### config.mk
export PLATFORM = sky130hd
export DESIGN_NAME = fp_align_shifter
export DESIGN_NICKNAME = d
export VERILOG_FILES = /design/src/rtl/fp_align_shifter.sv
export SDC_FILE = /design/constraint.sdc
export NUM_CORES = 1
export LEC_CHECK = 0
export ABC_AREA = 1
export CORE_MARGIN = 4
export CORE_UTILIZATION = 40
export CTS_CLUSTER_SIZE = 25
export DETAILED_ROUTE_END_ITERATION = 16
export HOLD_SLACK_MARGIN = 0.05
export PLACE_DENSITY = 0.64
export SETUP_SLACK_MARGIN = 0.2
export SLEW_MARGIN = 20
export SYNTH_ARGS = -nofsm -noshare
export SYNTH_HDL_FRONTEND = slang
export SYNTH_SLANG_ARGS = --single-unit
### constraint.sdc
create_clock -name clk -period 2.8 [get_ports clk]
set_input_delay 0.56 -clock clk [delete_from_list [all_inputs] [get_ports clk]]
set_output_delay 0.56 -clock clk [all_outputs]
set_load 0.01 [all_outputs]
### src/rtl/fp_align_shifter.sv
// fp_align_shifter
//   Operand-alignment stage of the FP adder/subtractor. Orders two unpacked
//   operands by magnitude, shifts the smaller mantissa right by the exponent
//   difference, and derives the sticky bit by comparing the shift amount
//   against the trailing-zero count of the smaller mantissa. This avoids a
//   wide OR-reduce over the shifted-out bits.
//   Two registered stages with valid/ready on both sides. There is no skid
//   buffer, so in_ready is combinational from out_ready.
//
// Ports
//   clk, rst_n              clock (rising edge), asynchronous active-low reset
//   in_valid / in_ready     upstream handshake for one operand pair
//   exp_a_i, exp_b_i        biased exponents
//   mant_a_i, mant_b_i      W-bit mantissas (MSB = hidden bit, LSB = guard)
//   sign_a_i, sign_b_i      operand signs
//   out_valid / out_ready   downstream handshake for one aligned result
//   exp_o                   larger exponent
//   mant_large_o            larger-magnitude mantissa, unshifted
//   mant_small_o            smaller mantissa shifted right by the difference
//   sticky_o                OR of all bits shifted out of the small mantissa
//   sign_large_o/small_o    signs after ordering
//   swap_o                  1 when operand B had the larger magnitude

// Trailing-zero count of a W-bit mantissa (W = SizeMantissa + 2).
// An all-zero input reports SizeMantissa. The alignment stage ignores the
// count in that case, because a zero mantissa never produces a sticky bit.
module trailing_zero_counter #(
  parameter int SizeMantissa = 23
) (
  input  logic [SizeMantissa+1:0]              mant,
  output logic [$clog2(SizeMantissa+3)-1:0]    tz
);
  localparam int W   = SizeMantissa + 2;
  localparam int TzW = $clog2(SizeMantissa + 3);

  always_comb begin
    tz = TzW'(SizeMantissa);
    // Scan from the MSB down so that the lowest set bit wins.
    for (int i = W - 1; i >= 0; i--) begin
      if (mant[i]) tz = TzW'(i);
    end
  end
endmodule

module fp_align_shifter #(
  parameter int SizeMantissa = 23,
  parameter int SizeExponent = 8
) (
  input  logic                      clk,
  input  logic                      rst_n,
  input  logic                      in_valid,
  output logic                      in_ready,
  input  logic [SizeExponent-1:0]   exp_a_i,
  input  logic [SizeExponent-1:0]   exp_b_i,
  input  logic [SizeMantissa+1:0]   mant_a_i,
  input  logic [SizeMantissa+1:0]   mant_b_i,
  input  logic                      sign_a_i,
  input  logic                      sign_b_i,
  output logic                      out_valid,
  input  logic                      out_ready,
  output logic [SizeExponent-1:0]   exp_o,
  output logic [SizeMantissa+1:0]   mant_large_o,
  output logic [SizeMantissa+1:0]   mant_small_o,
  output logic                      sticky_o,
  output logic                      sign_large_o,
  output logic                      sign_small_o,
  output logic                      swap_o
);
  localparam int W   = SizeMantissa + 2;
  localparam int TzW = $clog2(SizeMantissa + 3);

  // Right shift that saturates to zero once the difference covers the whole
  // mantissa. The difference can reach 2**SizeExponent-1, far beyond W.
  function automatic logic [W-1:0] shift_sat(input logic [W-1:0]            m,
                                             input logic [SizeExponent-1:0] d);
    if (32'(d) >= W) return '0;
    return m >> d;
  endfunction

  // A nonzero bit is lost exactly when the shift amount exceeds the number
  // of trailing zeros. A saturated shift loses every bit.
  function automatic logic sticky_bit(input logic [W-1:0]            m,
                                      input logic [SizeExponent-1:0] d,
                                      input logic [TzW-1:0]          t);
    if (m == '0) return 1'b0;
    if (32'(d) >= W) return 1'b1;
    return 32'(d) > 32'(t);
  endfunction

  // Handshake. Each stage advances when it is empty or when its successor
  // advances.
  logic vld_p1, vld_p2;
  logic adv_p1, adv_p2;

  assign adv_p2   = !vld_p2 || out_ready;
  assign adv_p1   = !vld_p1 || adv_p2;
  assign in_ready = adv_p1;

  // ---- stage 0: magnitude ordering (combinational on inputs) ----
  logic                    swap_c;
  logic [SizeExponent-1:0] exp_large_c, exp_small_c, diff_c;
  logic [W-1:0]            mant_large_c, mant_small_c;
  logic                    sign_large_c, sign_small_c;
  logic [TzW-1:0]          tz_c;

  always_comb begin
    // Ties keep A as the larger operand.
    swap_c       = (exp_b_i > exp_a_i) || ((exp_b_i == exp_a_i) && (mant_b_i > mant_a_i));
    exp_large_c  = swap_c ? exp_b_i  : exp_a_i;
    exp_small_c  = swap_c ? exp_a_i  : exp_b_i;
    mant_large_c = swap_c ? mant_b_i : mant_a_i;
    mant_small_c = swap_c ? mant_a_i : mant_b_i;
    sign_large_c = swap_c ? sign_b_i : sign_a_i;
    sign_small_c = swap_c ? sign_a_i : sign_b_i;
    diff_c       = exp_large_c - exp_small_c;
  end

  trailing_zero_counter #(.SizeMantissa(SizeMantissa)) u_tzc (
    .mant (mant_small_c),
    .tz   (tz_c)
  );

  // ---- stage 1: ordered fields, exponent difference, trailing zeros ----
  logic [SizeExponent-1:0] exp_p1, diff_p1;
  logic [W-1:0]            mant_large_p1, mant_small_p1;
  logic                    sign_large_p1, sign_small_p1, swap_p1;
  logic [TzW-1:0]          tz_p1;

  always_ff @(posedge clk or negedge rst_n) begin
    if (!rst_n) begin
      vld_p1        <= 1'b0;
      exp_p1        <= '0;
      diff_p1       <= '0;
      mant_large_p1 <= '0;
      mant_small_p1 <= '0;
      sign_large_p1 <= 1'b0;
      sign_small_p1 <= 1'b0;
      swap_p1       <= 1'b0;
      tz_p1         <= '0;
    end else if (adv_p1) begin
      vld_p1 <= in_valid;
      if (in_valid) begin
        exp_p1        <= exp_large_c;
        diff_p1       <= diff_c;
        mant_large_p1 <= mant_large_c;
        mant_small_p1 <= mant_small_c;
        sign_large_p1 <= sign_large_c;
        sign_small_p1 <= sign_small_c;
        swap_p1       <= swap_c;
        tz_p1         <= tz_c;
      end
    end
  end

  // ---- stage 2: aligned small mantissa and sticky bit (outputs) ----
  logic [SizeExponent-1:0] exp_p2;
  logic [W-1:0]            mant_large_p2, mant_small_p2;
  logic                    sticky_p2, sign_large_p2, sign_small_p2, swap_p2;

  always_ff @(posedge clk or negedge rst_n) begin
    if (!rst_n) begin
      vld_p2        <= 1'b0;
      exp_p2        <= '0;
      mant_large_p2 <= '0;
      mant_small_p2 <= '0;
      sticky_p2     <= 1'b0;
      sign_large_p2 <= 1'b0;
      sign_small_p2 <= 1'b0;
      swap_p2       <= 1'b0;
    end else if (adv_p2) begin
      vld_p2 <= vld_p1;
      if (vld_p1) begin
        exp_p2        <= exp_p1;
        mant_large_p2 <= mant_large_p1;
        mant_small_p2 <= shift_sat(mant_small_p1, diff_p1);
        sticky_p2     <= sticky_bit(mant_small_p1, diff_p1, tz_p1);
        sign_large_p2 <= sign_large_p1;
        sign_small_p2 <= sign_small_p1;
        swap_p2       <= swap_p1;
      end
    end
  end

  assign out_valid    = vld_p2;
  assign exp_o        = exp_p2;
  assign mant_large_o = mant_large_p2;
  assign mant_small_o = mant_small_p2;
  assign sticky_o     = sticky_p2;
  assign sign_large_o = sign_large_p2;
  assign sign_small_o = sign_small_p2;
  assign swap_o       = swap_p2;
endmodule

==> metrics.txt <==
status finished, violations left; violated checks setup timing; TNS Setup -588 ps; Worst Tran Pin Value 505 ps; Post-Syn Nets 1193; max-slew violations 0; Int Pwr 5.24 mW; Cell Rows 52; drt pass-1 iters 5; Hold-fix buffers, CTS 0; Placed Area 11200 sq um; clk_lat worst skew 420 ps; CP Max Fanout 8; CTS tree built; Reg2Reg Setup Slack 610 ps; IO Port Bufs 135; Num CTS Buffers 17; Clk pin slew, worst setup/hold paths 60 ps; Lkg Pwr 5.87 nW; Avg Inst Size Synth 7.61 sq um; pwr dens 648 nW/um^2; Synth async-reset ratio 100%; Fin Hold WS 65.8 ps; Comb pwr share 40.5%; wire per inst 14.9 um; via count 8280; synth unique cells 52; total gr overflow 0; # diodes 0; Req. time, crit path 3080 ps; antenna violations before repair 0; crit share post-route 107%; First DRT Iteration DRCs 430; cell type with the highest aggregate area in the netlist dfrtp_1; Post-Syn Instances 1082; first-pass GRT wire length 40.8 mm; Yosys reg bits 138; vias per std cell 4.99; final worst slack -207 ps; Fillers 1729; CTS max path bufs 2; most common cell after layout, fill and taps aside nand2_1; maximum vdd drop 0.000407 V; CP startpoint mant_a_i[8]; Setup crit start kind primary input; CTS sink count 138; largest net degree at the start of global routing 96; Sw Pwr 2.97 mW; Die Area 22900 sq um; Reg power frac 32.9%; Slew Limit Headroom 66.4%; gpl congestion 0.870; Synth area leaders dfrtp_1, nand2_1, o21ai_0, ha_1, inv_1; final hold violations 0; Area growth syn-to-layout 53.9%; fraction of layout cells with a size suffix above 1 33.1%; synth warn 0; # IOs 136; worst r2r dst mant_small_o[4]; root buf cell clkbuf_16; Primary FF master, synth dfrtp_1; mapped cell area 8230 sq um; register area share after synthesis 41.9%; Clock power frac 26.6%; min Tclk post-route 3010 ps; H-tree Lvls 4; Final setup viols 4; number of flops mapped to enable cells by yosys 0; most frequent cells in the layout nand2_1, o21ai_0, buf_4; maxcap violations 0; CP arrival 3290 ps; Chip Height 151 um; Hold Path Class primary input to async pin; Initial Util 40.7%; final non-filler cell area 12700 sq um; crit path kind primary input to register; Reg-to-Reg Start diff_p1[7]; final core occ 62.6%; RSZ-0062 raised after global routing true; DRC viols 0; vias in the first global route 8282; Core Footprint 20200 sq um; Worst Skew 8.90 ps; All-Layer GR Usage 22.2%; Net Sw Frac 36.2%; nets@finish 1486; share of the synthesized area in the top cell type 41.9%; final WL 24.7 mm; post-route ant nets 0; cells on worst reg2reg path 8; Crit. End Element register; die width 151 um; HPWL Detailed 17.8 mm; fmax 0.333 GHz
==> cells in the mapped netlist, drive strengths merged (4+ instances only) <==
master	instances
o22ai	5
a31oi	7
o31ai	6
a211oi	8
o21ai	218
inv	111
mux2i	14
nor2	52
nand4	4
nand3	39
and2	6
buf	12
nor4	7
a21oi	51
dfrtp	138
ha	39
a32o	5
nor3	5
nand2	279
o211ai	6
clkbuf	46
==> per-layer routing <==
metal  vias to the layer above  routed length (um)  track usage [%]  share of wire (%)
li1                       4225                   -                -                  -
met1                      3836               11400             29.8                 46
met2                       178               11800             36.5                 48
met3                        41                 962             3.96                3.9
met4                         0                 561             7.25                2.3
met5                         -                   0                0                  0
==> flip-flops by register name (all words and copies together) (netlist names) <==
signal         cells
swap_p1            1
exp_o              8
mant_large_p1     25
tz_p1              5
sticky_o           1
sign_large_o       1
mant_large_o      25
vld_p1             1
mant_small_o      25
mant_small_p1     25
swap_o             1
sign_small_o       1
diff_p1            8
sign_small_p1      1
exp_p1             8
out_valid          1
sign_large_p1      1
==> power by group through the flow <==
stage	logic (mW)	clock network, mW	registers (mW)
after detailed placement	3.02	0	2.73
after global routing	3.69	2.30	2.75
final	3.33	2.18	2.70
after floorplan	1.55	0	2.79
after global placement	2.97	0	2.72
after CTS	3.24	2.22	2.70
==> critical path: stages <==
cell      delay, ps
buf_2           110
inv_2            70
ha_4            210
a21o_1          160
nor2_2           90
nand3_2         130
nand2_2         100
nand3_2          60
nand2_2          90
nand2_4          80
nand2_8         140
clkinv_8         90
buf_6           120
buf_8           120
nor2_4          110
a211oi_2         50
nand3b_1        210
nand3_2         100
o211ai_2         80
a21oi_1         190
o21ai_1          90
xnor2_1         210
o21ai_1         120
==> final cells by class <==
cell class	instances	area, sq um	share of cell area [%]
timing repair inverter	1	8.76	0.0691
inverter	114	492	3.88
multi-input combinational	772	4970	39.3
clock inverter	13	119	0.938
timing repair buffer	331	2830	22.3
clock buffer	19	453	3.57
sequential	138	3450	27.3
tap	270	338	2.67
==> worst max path at each step <==
stage | endpoint | cells past startpoint | slack, ps
2_1_floorplan | diff_p1[6] | 25 | -320
3_3_place_gp | diff_p1[6] | 25 | -1010
3_5_place_dp | diff_p1[6] | 25 | -1090
4_1_cts | tz_p1[0] | 38 | -60
5_1_grt | tz_p1[0] | 38 | -500
6_report | diff_p1[7] | 23 | -210
==> timing repair <==
item                       4_1_cts  5_1_grt
pin swaps                       96       62
setup buffers                   37        9
setup endpoints to repair       59       13
gates cloned                     2        0
gates resized for setup        367       63
==> kinds of logic (layout without fill, tap and decap cells) <==
kind of cell	count (synthesis)	after routing	synth area share, %
xor gates and xnor gates	5	5	0.532
adders and majority gates	39	39	5.93
DFF	138	138	41.9
muxes	14	14	1.70
buffers and inverters	172	478	8.33
AOI/OAI and AO/OA	316	316	21.5
and+or+nand+nor	398	398	20.0
==> per-stage QoR <==
| step | std cells | total power [mW] | setup WS, ps |
|---|---|---|---|
| floorplan | 1082 | 4.34 | -321 |
| global placement | 1578 | 5.69 | -1010 |
| detailed placement | 1578 | 5.75 | -1090 |
| CTS | 1649 | 8.15 | -58.8 |
| global route | 1658 | 8.75 | -499 |
| finish | 1658 | 8.21 | -207 |
(Power assumes the default switching activity.)
